<file path="src/rtl/cordic_result_display.sv">
// cordic_result_display: latches the CORDIC result when Done rises and pages it
// across six active-low 7-segment digits (low 24 bits / high 8 bits). The page
// is flipped by a debounced push-button, with an optional periodic auto-page.

// One display digit: registered hex-to-7-segment decode with a dash for blank.
module cordic_hex_digit (
  input  logic       clk,
  input  logic       rst,
  input  logic       blank_i,
  input  logic [3:0] nib_i,
  output logic [6:0] hex_o
);
  localparam logic [6:0] DASH = 7'h3F;

  // Active-low {g,f,e,d,c,b,a} patterns for 0..F.
  function automatic logic [6:0] seg(input logic [3:0] n);
    case (n)
      4'h0: seg = 7'h40;  4'h1: seg = 7'h79;  4'h2: seg = 7'h24;  4'h3: seg = 7'h30;
      4'h4: seg = 7'h19;  4'h5: seg = 7'h12;  4'h6: seg = 7'h02;  4'h7: seg = 7'h78;
      4'h8: seg = 7'h00;  4'h9: seg = 7'h10;  4'hA: seg = 7'h08;  4'hB: seg = 7'h03;
      4'hC: seg = 7'h46;  4'hD: seg = 7'h21;  4'hE: seg = 7'h06;  default: seg = 7'h0E;
    endcase
  endfunction

  // Register the decoded segment pattern; dashes until something is captured.
  always_ff @(posedge clk) begin
    if (rst || blank_i) hex_o <= DASH;
    else                hex_o <= seg(nib_i);
  end
endmodule

module cordic_result_display #(
  parameter int DB_CYCLES   = 500_000,
  parameter int AUTO_CYCLES = 0
) (
  input  logic        clk,
  input  logic        rst,
  input  logic        done_i,
  input  logic [31:0] data_i,
  input  logic        page_btn_n,
  output logic [6:0]  hex0,
  output logic [6:0]  hex1,
  output logic [6:0]  hex2,
  output logic [6:0]  hex3,
  output logic [6:0]  hex4,
  output logic [6:0]  hex5,
  output logic        captured,
  output logic        page
);
  localparam int NUM_DIGITS = 6;
  localparam int DBW = (DB_CYCLES > 2) ? $clog2(DB_CYCLES) : 1;
  localparam int AW  = (AUTO_CYCLES > 2) ? $clog2(AUTO_CYCLES) : 1;
  localparam logic [DBW-1:0] DB_LAST   = DBW'(DB_CYCLES - 1);
  localparam logic [AW-1:0]  AUTO_LAST = AW'((AUTO_CYCLES > 0) ? AUTO_CYCLES - 1 : 0);
  localparam bit AUTO_EN = (AUTO_CYCLES > 0);

  // Button synchroniser and debouncer state.
  logic           btn_s1_q, btn_s2_q;
  logic           db_state_q;             // debounced level, 1 = released
  logic [DBW-1:0] db_cnt_q, db_cnt_d;
  logic           db_state_d;
  logic           press_evt;

  // Capture and page state.
  logic           done_q;
  logic           rise;
  logic [31:0]    result_q;
  logic           captured_q;
  logic           page_q, page_d;
  logic [AW-1:0]  auto_q, auto_d;

  logic [NUM_DIGITS-1:0][6:0] hex_q;
  logic [NUM_DIGITS-1:0][3:0] nib;

  // Two-flop synchroniser; idle level of the active-low key is 1.
  always_ff @(posedge clk) begin
    if (rst) begin
      btn_s1_q <= 1'b1;
      btn_s2_q <= 1'b1;
    end else begin
      btn_s1_q <= page_btn_n;
      btn_s2_q <= btn_s1_q;
    end
  end

  // Debounce: count consecutive cycles the synced level disagrees with the
  // accepted level; accept it after DB_CYCLES of disagreement.
  always_comb begin
    db_cnt_d   = db_cnt_q;
    db_state_d = db_state_q;
    press_evt  = 1'b0;
    if (btn_s2_q == db_state_q) begin
      db_cnt_d = '0;
    end else if (db_cnt_q == DB_LAST) begin
      db_cnt_d   = '0;
      db_state_d = btn_s2_q;
      press_evt  = ~btn_s2_q;             // only the released->pressed flip
    end else begin
      db_cnt_d = db_cnt_q + 1'b1;
    end
  end

  // Debounce state registers.
  always_ff @(posedge clk) begin
    if (rst) begin
      db_cnt_q   <= '0;
      db_state_q <= 1'b1;
    end else begin
      db_cnt_q   <= db_cnt_d;
      db_state_q <= db_state_d;
    end
  end

  assign rise = done_i & ~done_q;

  // Page priority: a capture forces page 0 and swallows a coincident press;
  // a press toggles and restarts the auto period; otherwise auto-page runs.
  always_comb begin
    page_d = page_q;
    auto_d = auto_q;
    if (rise) begin
      page_d = 1'b0;
      auto_d = '0;
    end else if (press_evt) begin
      page_d = ~page_q;
      auto_d = '0;
    end else if (AUTO_EN && captured_q) begin
      if (auto_q == AUTO_LAST) begin
        page_d = ~page_q;
        auto_d = '0;
      end else begin
        auto_d = auto_q + 1'b1;
      end
    end
  end

  // Capture on the Done rising edge and hold until the next one.
  always_ff @(posedge clk) begin
    if (rst) begin
      done_q     <= 1'b0;
      result_q   <= '0;
      captured_q <= 1'b0;
      page_q     <= 1'b0;
      auto_q     <= '0;
    end else begin
      done_q <= done_i;
      page_q <= page_d;
      auto_q <= auto_d;
      if (rise) begin
        result_q   <= data_i;
        captured_q <= 1'b1;
      end
    end
  end

  // Per-digit nibble select: page 0 shows result[23:0], page 1 shows
  // result[31:24] on the two rightmost digits and zeros elsewhere.
  for (genvar n = 0; n < NUM_DIGITS; n++) begin : g_dig
    if (n < 2) begin : g_hi
      assign nib[n] = page_q ? result_q[24 + 4*n +: 4] : result_q[4*n +: 4];
    end else begin : g_lo
      assign nib[n] = page_q ? 4'h0 : result_q[4*n +: 4];
    end

    cordic_hex_digit u_digit (
      .clk     (clk),
      .rst     (rst),
      .blank_i (~captured_q),
      .nib_i   (nib[n]),
      .hex_o   (hex_q[n])
    );
  end

  assign hex0     = hex_q[0];
  assign hex1     = hex_q[1];
  assign hex2     = hex_q[2];
  assign hex3     = hex_q[3];
  assign hex4     = hex_q[4];
  assign hex5     = hex_q[5];
  assign captured = captured_q;
  assign page     = page_q;
endmodule
</file>
<file path="config.mk">
export PLATFORM = sky130hd
export DESIGN_NAME = cordic_result_display
export DESIGN_NICKNAME = d
export VERILOG_FILES = /design/src/rtl/cordic_result_display.sv
export SDC_FILE = /design/constraint.sdc
export NUM_CORES = 1
export LEC_CHECK = 0
export CAP_MARGIN = 30
export CORE_MARGIN = 1
export CORE_UTILIZATION = 57
export CTS_CLUSTER_DIAMETER = 30
export DETAILED_ROUTE_END_ITERATION = 7
export PLACE_DENSITY = 0.85
export SYNTH_ARGS = -nofsm -noshare
export SYNTH_HDL_FRONTEND = slang
export SYNTH_SLANG_ARGS = --single-unit
</file>
<file path="constraint.sdc">
create_clock -name clk -period 3.6 [get_ports clk]
set_input_delay 0.72 -clock clk [delete_from_list [all_inputs] [get_ports clk]]
set_output_delay 0.72 -clock clk [all_outputs]
set_load 0.005 [all_outputs]
</file>
==> flow_summary.toml, run 1 <==
[status]
outcome = "finished clean"

[clock_tree]
clock_path_buffers = 2
numCtsBuffers = 9
cts-root-buf = "clkbuf_8"
postCtsSetupRepairBufs = 0
htree_levels = 3
cts_tree = "built"
worstSkewPairLatency_ps = 360
ctsHoldBuffers = 0
cts.sinks = 99
clk_pin_slew_ps = 80
cts_resized = 0

[detailed_routing]
ant_nets = 0
vias_per_cell = 5.76
routedWlPerCell_um = 14.5
vias = 3869
wirelength_um = 9770
first_iter_violations = 221
drc = 0
first_pass_iters = 5

[cells_and_area]
fin_area_sq_um = 5780
nFillCells = 581
drive_gt1_share_pct = 7.89
finalNetCount = 638
syn_to_final_growth_pct = 21.9
antennaDiodeCount = 0

[global_route]
antenna_found_initial = 0
grt_pass1_wl_um = 15900
grt_pass1_vias = 3505
overflow = 0
grt_max_degree = 34
track_usage_pct = 22.8

[synthesis]
synth_edf_count = 0
synth_most_common_cell = "dfxtp_1"
post_synth_instance_area_sq_um = 4740
synth_flop_cell = "dfxtp_1"
synth_common_cells = "dfxtp_1, nor2_1, ha_1"
ys_types = 45
synth_top_area_share_pct = 41.8
yosysSeqAreaShare_pct = 41.8
syn-num-nets = 574
synth.area.top_cells = "dfxtp_1, ha_1, a22o_1, nor2_1, xnor2_1"
synth_seq_cells = 99
synth-async-reset-ratio_pct = 0
synth_top_cell_by_area = "dfxtp_1"
syn_area_per_cell_sq_um = 9.46
ys.warnings.count = 0
synthCells = 501

[timing]
final_max_slew_viol_count = 0
post-route-period-util_pct = 70.0
fin_worst_skew_ps = 9.71
tns_ps = 0
tightest_slew_ps = 974
timing.fmax_ghz = 0.397
hold_viol_final = 0
grt_setup_unrepaired = "false"
finalWorstPathRequiredPeriod_ps = 2520
worst_hold_slack_ps = 415
setup_viol = 0
relSlewSlack_pct = 33.2

[flow_run]
cap_viol_max_count = 0

[placement]
place_congestion = 0.866
dp_hpwl_um = 7060
port_buffers = 79
place_area_sq_um = 5580

[floorplanning]
die_h_um = 93.2
die_area_sq_um = 8690
initial_core_util_pct = 60.1
io_pins = 80
coreArea_sq_um = 7890
die_x_um = 93.2
rows = 32

[critical_path]
crit_family = "flip-flops"
worstPathArrival_ps = 1800
cp_max_fo = 19
critPathKind = "reg2out"
crit_path_start_kind = "flop"
cpPeakStageDelay_ps = 800
path_buf_inv = 1
crit_chain = "clkdlybuf4s50_1"
cp_slowest_cell = "dfxtp_1"
end_kind = "output port"
crit_required_ps = 2880

[power]
p_per_area_nw_per_um2 = 386
switching_share_pct = 24.7
p_total_mw = 2.23
internal_power_mw = 1.68
power_switching_mw = 0.551
peakVddDrop_uv = 215
clockPowerShare_pct = 31.5
combPwrFrac_pct = 15.1
p_leak_nw = 2.20
pwr-share-seq_pct = 53.4

[min_path]
min-delay-path-class = "reg2reg"
## kinds of logic (layout without fill, tap and decap cells)
logic type | count (synthesis) | count (layout) | synth area share, %
and+or+nand+nor | 147 | 147 | 15.9
DFF | 99 | 99 | 41.8
buffers and inverters | 55 | 124 | 4.51
adders and majority gates | 37 | 37 | 9.77
xor gates and xnor gates | 20 | 20 | 3.69
muxes | 28 | 28 | 7.02
AOI/OAI and AO/OA | 115 | 115 | 17.3
## power groups by stage
stage               clock network, mW  logic, mW  registers [mW]
finish                          0.702      0.336            1.19
global route                    0.752      0.370            1.20
CTS                             0.703      0.337            1.19
detailed placement                  0      0.335            1.22
global placement                    0      0.325            1.21
floorplan                           0      0.193            1.20
## sequential cells by signal, summed over array words and instances (netlist names)
register and flops:
g_dig.u_digit.hex_o 42, result_q 32, db_cnt_q 19, btn_s1_q 1, btn_s2_q 1, captured 1
db_state_q 1, done_q 1, page 1
## final timing paths
path	startpoint	end	slack, ps	depth (start not counted)
worst max-delay path	page$_SDFFE_PP0P_	page	1080	1
worst min-delay path	btn_s1_q$_SDFF_PP1_	btn_s2_q$_SDFF_PP1_	420	1
worst max register to register	page$_SDFFE_PP0P_	g_dig[3].u_digit.hex_o[3]$_SDFF_PP1_	1100	6
worst min register to register	btn_s1_q$_SDFF_PP1_	btn_s2_q$_SDFF_PP1_	420	1
## cell usage in the layout (no fill, tap or decap), types with 2 or more instances in the layout
cell type	instances
or4_1	2
nand2b_1	23
nor2_1	42
a22o_1	32
inv_1	23
a21oi_1	19
mux4_2	3
nor2b_1	10
mux2i_1	13
or3_1	5
clkinv_2	3
nand4_1	5
nor3_1	7
a211oi_1	3
xnor2_1	18
o211ai_1	5
o31ai_1	3
nand3_1	8
o21ai_0	20
a21o_1	3
o311ai_0	3
nand2_1	27
a31oi_1	8
o221ai_1	11
clkbuf_8	10
nor4b_1	2
buf_4	6
nor4_1	6
dfxtp_1	99
nor2b_2	2
clkdlybuf4s50_1	79
mux2_2	12
ha_1	37
or2_2	2
o22a_1	2
xor2_1	2
## final cells by class
class	instances	area, sq um	share of cell area (%)
multi-input combinational	347	2550	44.2
sequential	99	1980	34.3
timing repair buffer	85	836	14.5
clock buffer	11	141	2.45
tap	102	128	2.21
inverter	23	86.3	1.49
clock inverter	5	52.6	0.909
## stage by stage
| step | util (%) | cells | worst slack [ps] |
|---|---|---|---|
| 5_1_grt | 73.3 | 672 | 931 |
| 3_3_place_gp | 70.8 | 656 | 1220 |
| 6_report | 73.3 | 672 | 1080 |
| 2_1_floorplan | - | 501 | 1200 |
| 3_5_place_dp | 70.8 | 656 | 1130 |
| 4_1_cts | 73.3 | 672 | 1080 |
## per-layer routing
| metal | up-vias | wire length [um] | global-route usage [%] | part of all wire (%) |
|---|---|---|---|---|
| met3 | 17 | 611 | 3.50 | 6.3 |
| met4 | 0 | 139 | 8.08 | 1.4 |
| met1 | 1808 | 4240 | 29.0 | 43 |
| met2 | 140 | 4780 | 39.3 | 49 |
| li1 | 1904 | - | - | - |
| met5 | - | 0 | 0 | 0 |
Power figures use the tool's default switching activity.
==> inputs of run 2 (changes only) <==
CORE_UTILIZATION = 53   (was 57)
PLACE_DENSITY = 0.8   (was 0.85)
clock period = 2.5 ns   (was 3.6 ns; I/O delays follow)
==> flow_summary.toml, run 2 (synthesized netlist as in run 1, its figures left out) <==
[status]
outcome = "finished clean"

[power]
combPwrFrac_pct = 15.5
power_switching_mw = 0.809
clockPowerShare_pct = 30.2
switching_share_pct = 25.6
pwr-share-seq_pct = 54.3
internal_power_mw = 2.35
p_leak_nw = 2.21
p_per_area_nw_per_um2 = 543
peakVddDrop_uv = 398
p_total_mw = 3.16

[global_route]
grt_pass1_wl_um = 16300
overflow = 0
track_usage_pct = 22.5
grt_max_degree = 42
antenna_found_initial = 0
grt_pass1_vias = 3614

[critical_path]
cp_slowest_cell = "dfxtp_1"
crit_start = "page$_SDFFE_PP0P_"
cp_max_fo = 41
worstPathArrival_ps = 2350
end_kind = "flop"
regToRegStartpoint = "page$_SDFFE_PP0P_"
cpPeakStageDelay_ps = 470
ff2ff_setup_slack_ps = 430
critPathKind = "reg2reg"
crit_chain = "buf_12 -> mux2_2 -> inv_1 -> ha_1 -> nor2b_1 -> a21oi_1 -> o221ai_1"
crit_required_ps = 2780
crit_path_start_kind = "flop"

[clock_tree]
postCtsSetupRepairBufs = 0
worstSkewPairLatency_ps = 360
cts_tree = "built"
ctsHoldBuffers = 0
numCtsBuffers = 9
cts.sinks = 99
htree_levels = 3
cts_resized = 0
cts-root-buf = "clkbuf_8"
clock_path_buffers = 2
clk_pin_slew_ps = 100

[timing]
tightest_slew_ps = 617
final_max_slew_viol_count = 0
setup_ws_ps = 426
hold_viol_final = 0
finalWorstPathRequiredPeriod_ps = 2070
post-route-period-util_pct = 82.9
grt_setup_unrepaired = "false"
timing.fmax_ghz = 0.482
tns_ps = 0
relSlewSlack_pct = 58.8
fin_worst_skew_ps = 9.61
setup_viol = 0

[detailed_routing]
drc = 0
first_pass_iters = 4
vias_per_cell = 5.67
wirelength_um = 10000
vias = 3865
routedWlPerCell_um = 14.7
ant_nets = 0
first_iter_violations = 159

[placement]
dp_hpwl_um = 7220
dp_cells = 666
port_buffers = 79
place_congestion = 0.876
pre_cts_ws_ps = 334

[min_path]
hp-start = "btn_s1_q$_SDFF_PP1_"
min-delay-path-class = "reg2reg"

[cells_and_area]
regMostFlops = "g_dig.u_digit.hex_o"
syn_to_final_growth_pct = 22.8
most-common-layout-cells = "dfxtp_1, clkdlybuf4s50_1, nor2_1"
drive_gt1_share_pct = 8.71
largestRegisters = "g_dig.u_digit.hex_o x42, result_q x32, db_cnt_q x19"
largest_reg_flops = 42
post-route-util_pct = 67.1
fin_cells = 682
finalNetCount = 642
final_common_cell = "dfxtp_1"
nFillCells = 671
antennaDiodeCount = 0

[floorplanning]
io_pins = 80
initial_core_util_pct = 54.6
die_h_um = 96.6
die_area_sq_um = 9330
rows = 34
coreArea_sq_um = 8680
die_x_um = 96.6

[flow_run]
cap_viol_max_count = 0
[run 2: cell types whose count changed in the layout (fill, tap and decap cells not counted), sizes merged]
| cell | delta |
|---|---|
| buf | +4 |
| bufinv | -1 |
| clkinvlp | +1 |
[run 2: power groups by stage]
stage / combinational (mW) / clock (mW) / sequential, mW
2_1_floorplan: 0.278 / 0 / 1.73
5_1_grt: 0.541 / 1.05 / 1.73
3_3_place_gp: 0.470 / 0 / 1.75
3_5_place_dp: 0.487 / 0 / 1.75
4_1_cts: 0.490 / 0.980 / 1.71
6_report: 0.489 / 0.955 / 1.71
[run 2: final cells by class]
cell class,count,area [sq um],share of cell area [%]
flip-flops and latches,99,1980,34.0
well taps,108,135,2.32
multi-input cells,347,2550,43.8
clock buffers,11,151,2.60
inverters,23,86.3,1.48
repair buffers,89,878,15.1
clock inverters,5,37.5,0.645
[run 2: metrics by stage]
| step | area (sq um) | hold slack [ps] |
|---|---|---|
| after global routing | 5820 | 450 |
| final | 5820 | 430 |
| after floorplan | 4740 | 389 |
| after global placement | 5630 | 401 |
| after detailed placement | 5630 | 411 |
| after CTS | 5820 | 435 |
[run 2: metal layers]
layer	vias up	track usage, %	part of all wire, %
li1	1905	-	-
met1	1843	26.8	44
met2	104	39.7	50
met3	13	5.09	5.2
met4	0	7.60	1.2
met5	-	0	0
[run 2: worst paths after layout]
path                                                              to  depth (start not counted)
worst max register to register  g_dig[1].u_digit.hex_o[5]$_SDFF_PP1_                          7
worst max-delay path            g_dig[1].u_digit.hex_o[5]$_SDFF_PP1_                          7
worst min-delay path                             btn_s2_q$_SDFF_PP1_                          1
worst min register to register                   btn_s2_q$_SDFF_PP1_                          1
[run 2: critical path: cells and delay by family, from the launching register on]
kind | cells | cell delay, ps
simple gates | 1 | 220
flops | 1 | 470
buf+inv | 2 | 380
compound gates | 2 | 250
mux | 1 | 410
fa+ha+maj | 1 | 240
==> inputs of run 3 (changes only) <==
clock period = 2 ns   (was 2.5 ns; I/O delays follow)
==> flow_summary.toml, run 3 (synthesized netlist as in run 1, its figures left out) <==
[floorplanning]
io_pins = 80
die_x_um = 96.6
initial_core_util_pct = 54.6
die_h_um = 96.6
die_area_sq_um = 9330
rows = 34
coreArea_sq_um = 8680

[cells_and_area]
final_common_cell = "dfxtp_1"
largest_reg_flops = 42
syn_to_final_growth_pct = 26.0
most-common-layout-cells = "dfxtp_1, clkdlybuf4s50_1, nor2_1"
finalNetCount = 656
antennaDiodeCount = 0
drive_gt1_share_pct = 11.3
regMostFlops = "g_dig.u_digit.hex_o"
largestRegisters = "g_dig.u_digit.hex_o x42, result_q x32, db_cnt_q x19"

[power]
p_per_area_nw_per_um2 = 664
peakVddDrop_uv = 461
p_leak_nw = 2.30
p_total_mw = 3.96

[global_route]
overflow = 0
grt_max_degree = 30
grt_pass1_vias = 3711
grt_pass1_wl_um = 16500
track_usage_pct = 22.8
antenna_found_initial = 0

[critical_path]
path_buf_inv = 2
crit_chain = "buf_12 -> nand2b_1 -> inv_1 -> ha_1 -> mux4_2 -> nand2b_1"
critPathKind = "reg2reg"
crit_path_frequent_cell = "nand2b_1"
crit_path_start_kind = "flop"
crit_family = "multiplexers"
worstPathArrival_ps = 2160
cpPeakStageDelay_ps = 460
cp_max_fo = 29
end_kind = "flop"
crit_required_ps = 2250
cp_slowest_cell = "mux4_2"

[detailed_routing]
first_pass_iters = 5
met2RoutedLength_um = 4920
vias = 3860
first_iter_violations = 153
vias_per_cell = 5.57
wirelength_um = 10100
dr_wl_met3_um = 533
highest_layer = "met4"
drc = 0
ant_nets = 0
routedWlPerCell_um = 14.5
m1WireLength_um = 4460

[placement]
dp_hpwl_um = 7500
port_buffers = 79
place_congestion = 0.923

[clock_tree]
cts-root-buf = "clkbuf_8"
postCtsSetupRepairBufs = 0
cts.sinks = 99
clk_pin_slew_ps = 90
cts_tree = "built"
clock_path_buffers = 2
numCtsBuffers = 9
worstSkewPairLatency_ps = 360
htree_levels = 3
ctsHoldBuffers = 0

[timing]
fin_worst_skew_ps = 7.78
setup_viol = 0
tns_ps = 0
relSlewSlack_pct = 67.6
tightest_slew_ps = 473
final_max_slew_viol_count = 0
timing.fmax_ghz = 0.523
worst_hold_slack_ps = 413
hold_viol_final = 0
post-route-period-util_pct = 95.5
finalWorstPathRequiredPeriod_ps = 1910
grt_setup_unrepaired = "false"

[status]
outcome = "finished clean"

[min_path]
min-delay-path-class = "reg2reg"

[flow_run]
cap_viol_max_count = 0
[run 3: cell type report]
type / count / area, sq um
Timing Repair Buffer: 103 / 1020
Sequential cell: 99 / 1980
Clock inverter: 3 / 42.5
Tap cell: 108 / 135
Inverter: 23 / 86.3
Clock buffer: 10 / 128
Fill cell: 676 / 2710
Multi-Input combinational cell: 347 / 2580
[run 3: per-layer routing]
metal,vias up,GRT usage (%)
met5,-,0
met4,0,9.07
met3,16,4.69
met2,100,39.1
met1,1817,27.8
li1,1927,-
[run 3: final timing paths]
check / endpoint / depth (start not counted) / startpoint / slack, ps
setup reg to reg: g_dig[2].u_digit.hex_o[3]$_SDFF_PP1_ / 6 / page$_SDFFE_PP0P_ / 90
setup / recovery: g_dig[2].u_digit.hex_o[3]$_SDFF_PP1_ / 6 / page$_SDFFE_PP0P_ / 90
hold / removal: btn_s2_q$_SDFF_PP1_ / 1 / btn_s1_q$_SDFF_PP1_ / 410
hold reg to reg: btn_s2_q$_SDFF_PP1_ / 1 / btn_s1_q$_SDFF_PP1_ / 410
[run 3: stage by stage]
step / std cells / utilization (%) / area [sq um] / setup slack [ps]
detailed placement: 680 / 66.7 / 5790 / 0.210
global route: 693 / 68.8 / 5970 / 0.528
CTS: 693 / 68.7 / 5960 / 84.0
finish: 693 / 68.8 / 5970 / 89.0
floorplan: 501 / - / 4790 / 1.49
global placement: 680 / 66.7 / 5790 / 78.5
[run 3: what timing repair did]
item	CTS	global route
cloned	0	0
resized for setup	1	3
endpoints found under the setup margin	2	4
[run 3: report_power, final]
| part | switching [mW] | internal [mW] |
|---|---|---|
| logic | 0.284 | 0.364 |
| registers | 0.0629 | 2.07 |
| clock network | 0.624 | 0.556 |
| total | 0.970 | 2.99 |
==> patch 1 (flow settings as in run 3) <==
`DB_CYCLES`: 500_000 -> 1_000_000.
--- a/src/rtl/cordic_result_display.sv
+++ b/src/rtl/cordic_result_display.sv
@@ -30,7 +30,7 @@
 endmodule
 
 module cordic_result_display #(
-  parameter int DB_CYCLES   = 500_000,
+  parameter int DB_CYCLES   = 1_000_000,
   parameter int AUTO_CYCLES = 0
 ) (
   input  logic        clk,
Check against the original RTL: same outputs for any inputs over 10 cycles, from zero or initial values and one cycle with rst high; that may be too few to reach the edited logic, so the function may still have changed.
==> patch 1 against run 3 <==
Sequential cell count is 1 higher; synthesized cell count is 0.40% higher; synthesized area is 1.4% higher; total power is 7.2% higher; maximum frequency is 3.6% lower; setup slack worse by 0.072 ns; routed wire length is 3.2% higher; highest routed layer unchanged; critical endpoint is now page; critical path type unchanged; largest power group unchanged; cell area is 1.9% higher.
==> patch 1: results (changes against run 3) <==
Cells after DPL 684 (was 680); Power Density 698 nW/um^2 (was 664 nW/um^2); min Tclk post-route 1.98 ns (was 1.91 ns); delay-heaviest family, CP simple AND/OR/NAND/NOR gates (was multiplexers); pin count of the biggest net entering global routing 38 (was 30); Worst Clk Skew 0.0175 ns (was 0.00778 ns); Clk pwr share 0.341 (was 0.298); # clock sinks 100 (was 99); DRT Wirelength 10400 um (was 10100 um); Root Buffer clkbuf_8 (unchanged); Via Count 3951 (was 3860); sequential cell area 2010 sq um (was 1980 sq um); Min Hold Slack 0.467 ns (was 0.413 ns); Post-synth top cells dfxtp_1 (100), ha_1 (37), nor2_1 (35) (was dfxtp_1 (99), nor2_1 (43), ha_1 (37)); number of global-route vias before repair 3892 (was 3711); share of layout cells above drive strength 1 0.130 (was 0.113); Buffers, non-clock 106 (was 103); Static Leak 2.39 nW (was 2.30 nW); global-route usage over all layers 0.227 (was 0.228); synth unique cells 46 (was 45); multi-input gate count 344 (was 347); non-clk buf share 0.170 (was 0.171); worst reg2reg setup slack 0.02 ns (was 0.09 ns); Slew @ Worst Pin 0.529 ns (was 0.473 ns); Non-clk invs 27 (was 23); fin nets 661 (was 656); Clock-cell share 0.0378 (was 0.0285); clock-pin slew on the worst setup and hold paths 0.11 ns (was 0.09 ns); Post-Syn Nets 576 (was 574); Top Registers g_dig.u_digit.hex_o x42, result_q x32, db_cnt_q x20 (was g_dig.u_digit.hex_o x42, result_q x32, db_cnt_q x19); Post-DP HPWL 7650 um (was 7500 um); CP arrival 2.27 ns (was 2.16 ns); P_int 3.18 mW (was 2.99 mW); Clock buffer cells 9 (was 10); Area contributors post-synth dfxtp_1 (42%), ha_1 (9.6%), a22o_1 (5.8%) (was dfxtp_1 (42%), ha_1 (9.8%), a22o_1 (5.9%)); placed instance area 5830 sq um (was 5790 sq um); Seq/Total Area, Yosys 0.416 (was 0.418); Post-Synth Adder-Cell Area 0.0963 (was 0.0977); fraction of area in registers 0.330 (was 0.332); global-route wire length before repair 17700 um (was 16500 um); share of cell area taken by multi-input logic gates 0.424 (was 0.432); Setup Slack @ Placement -0.0238 ns (was 0.000210 ns); mux contribution to synthesized area 0.0762 (was 0.0702); Mapped Cells 503 (was 501); run status finished, final reports clean (unchanged); IR drop worst, VDD 461 uV (about the same); yosys warns 0 (unchanged); Max stage delay on crit path 0.56 ns (was 0.46 ns); Comb power 0.640 mW (was 0.648 mW); wire length per cell 14.8 um (was 14.5 um); Critical-path top delay cell or4_4 (was mux4_2); Iter 0 DRT Violations 183 (was 153); Synth Area in Compound Gates 0.175 (was 0.173); gpl congestion 0.905 (was 0.923); xor/xnor cell area share of the yosys netlist 0.0310 (was 0.0369); # fillers 702 (was 676); initial antenna violation count 0 (unchanged)
==> patch 1: what timing repair did <==
action,4_1_cts,5_1_grt
pin swaps,1,1
setup buffers,1,0
endpoints found under the setup margin,21,29
resized for setup,2,4
==> patch 1: kinds of logic after synthesis <==
family,after synthesis
AND/OR/NAND/NOR,139
multiplexers,30
flip-flops,100
buffers and inverters,59
adder cells (fa/ha/maj),37
AO/OA/AOI/OAI,121
XOR/XNOR,17
==> patch 1: metal layers <==
metal | up-vias | wire length (um) | GRT usage
li1 | 1956 | - | -
met4 | 0 | 183 | 0.0803
met3 | 16 | 422 | 0.0446
met2 | 101 | 5230 | 0.403
met5 | - | 0 | 0
met1 | 1878 | 4560 | 0.271
==> patch 1: worst paths after layout <==
kind                                 end          from  cells past startpoint
worst max register to register      page  db_cnt_q[19]                      4
worst min-delay path            btn_s2_q      btn_s1_q                      1
worst min register to register  btn_s2_q      btn_s1_q                      1
worst max-delay path                page  db_cnt_q[19]                      4
==> patch 2 (config.mk and constraints of run 3) <==
Made on the original files. Add an input register stage for `done_i`, `data_i` and `page_btn_n`; this delays them by one clock.
--- a/src/rtl/cordic_result_display.sv
+++ b/src/rtl/cordic_result_display.sv
@@ -54,6 +54,16 @@
   localparam logic [AW-1:0]  AUTO_LAST = AW'((AUTO_CYCLES > 0) ? AUTO_CYCLES - 1 : 0);
   localparam bit AUTO_EN = (AUTO_CYCLES > 0);
 
+  logic done_r;
+  logic [31:0] data_q;
+  logic page_btn_n_q;
+
+  always_ff @(posedge clk) begin
+    done_r       <= done_i;
+    data_q       <= data_i;
+    page_btn_n_q <= page_btn_n;
+  end
+
   // Button synchroniser and debouncer state.
   logic           btn_s1_q, btn_s2_q;
   logic           db_state_q;             // debounced level, 1 = released
@@ -78,7 +88,7 @@
       btn_s1_q <= 1'b1;
       btn_s2_q <= 1'b1;
     end else begin
-      btn_s1_q <= page_btn_n;
+      btn_s1_q <= page_btn_n_q;
       btn_s2_q <= btn_s1_q;
     end
   end
@@ -111,7 +121,7 @@
     end
   end
 
-  assign rise = done_i & ~done_q;
+  assign rise = done_r & ~done_q;
 
   // Page priority: a capture forces page 0 and swallows a coincident press;
   // a press toggles and restarts the auto period; otherwise auto-page runs.
@@ -143,11 +153,11 @@
       page_q     <= 1'b0;
       auto_q     <= '0;
     end else begin
-      done_q <= done_i;
+      done_q <= done_r;
       page_q <= page_d;
       auto_q <= auto_d;
       if (rise) begin
-        result_q   <= data_i;
+        result_q   <= data_q;
         captured_q <= 1'b1;
       end
     end
Formal check against the unedited RTL: not equivalent (a bounded check fails within 4 cycles, from zero or initial values and one cycle with rst high).
==> patch 2 against run 3 <==
Routed wire length is 12% higher; synthesized cell count grew 6.6%; sequential cell count is 34 higher; clock skew shrank 0.00073 ns; via count up 8.8%; total power is 65% higher; setup slack better by 0.017 ns; clock power rose to 2.6 times the old value; core utilization grew 3.2 points; synthesized area grew 14%; cell area grew 18%.
==> patch 2: results (changes against run 3) <==
run status finished, final reports clean (unchanged); Worst Clk Skew 0.00704 ns (was 0.00778 ns); worst skew pair latency 0.52 ns (was 0.36 ns); met2 usage 0.387 (was 0.391); sw frac 0.224 (was 0.245); Via Count 4199 (was 3860); global-route usage over all layers 0.223 (was 0.228); pin count of the biggest net entering global routing 23 (was 30); placed instance area 6480 sq um (was 5790 sq um); fin nets 703 (was 656); Num CTS Buffers 17 (was 9); met3 GRT Util 0.0644 (was 0.0469); Post-Syn Nets 607 (was 574); hold endpoint data_q[30] (was btn_s2_q); worst reg2reg setup slack 0.11 ns (was 0.09 ns); CTS resizes 2 (was 1); Post-Route Utilization 0.720 (was 0.688); global-route wire length before repair 17900 um (was 16500 um); Cells after DPL 744 (was 680); delay-heaviest family, CP simple AND/OR/NAND/NOR gates (was multiplexers); CP max FO 7 (was 29); Fmax 528 MHz (was 523 MHz); RR Endpoint db_cnt_q[15] (was g_dig[2].u_digit.hex_o[3]); Seq/Total Area, Yosys 0.492 (was 0.418); Post-DP HPWL 7880 um (was 7500 um); post-route insts no fill 776 (was 693); IR drop worst, VDD 539 uV (was 461 uV); share of layout cells above drive strength 1 0.132 (was 0.113); Static Leak 2.78 nW (was 2.30 nW); Slew @ Worst Pin 0.494 ns (was 0.473 ns); synth unique cells 46 (was 45); Mapped Cells 534 (was 501); Area contributors post-synth dfxtp_1 (49%), ha_1 (8.6%), a22o_1 (5.2%) (was dfxtp_1 (42%), ha_1 (9.8%), a22o_1 (5.9%)); post-route ant nets 0 (unchanged); Setup Slack @ Placement 0.0550 ns (was 0.000210 ns); Top Registers g_dig.u_digit.hex_o x42, data_q x32, result_q x32 (was g_dig.u_digit.hex_o x42, result_q x32, db_cnt_q x19); sequential share of power 0.439 (was 0.539); Critical-path top delay cell or4_4 (was mux4_2); seq pwr 2.87 mW (was 2.14 mW); CP arrival 2.34 ns (was 2.16 ns); # fillers 705 (was 676); beginning of the worst hold path data_i[30] (was btn_s1_q); Iter 0 DRT Violations 197 (was 153); number of global-route vias before repair 3844 (was 3711); Max stage delay on crit path 0.55 ns (was 0.46 ns); CTS H-tree depth 4 (was 3); wire length per cell 14.5 um (about the same); crit path launch db_cnt_q[5] (was page)
[patch 2: per-layer routing]
metal  routed length (um)  vias to the layer above
met2                 5860                      133
met1                 4650                     1963
met3                  572                       20
li1                     -                     2083
met5                    0                        -
met4                  174                        0
[patch 2: final cells by class]
type                            count  area share
Multi-Input combinational cell    347       0.363
Clock inverter                     12      0.0219
Tap cell                          133      0.0235
Clock buffer                       20      0.0616
Inverter                           26      0.0138
Timing Repair Buffer              105       0.139
Sequential cell                   133       0.377
[patch 2: logic make-up (layout without fill, tap and decap cells)]
kind of cell | after synthesis | after routing | synth area share
simple gates | 143 | 143 | 0.136
xor+xnor | 18 | 18 | 0.0292
compound gates | 120 | 120 | 0.156
flops | 133 | 133 | 0.492
fa+ha+maj | 37 | 37 | 0.0856
mux | 29 | 29 | 0.0629
buf+inv | 54 | 163 | 0.0380
[patch 2: worst register-to-register path, cell delays in order, from the launching register on]
cell and delay [ns]:
dfxtp_1 0.47, nand4_4 0.18, or4_4 0.55, or3_2 0.46
a21oi_1 0.17
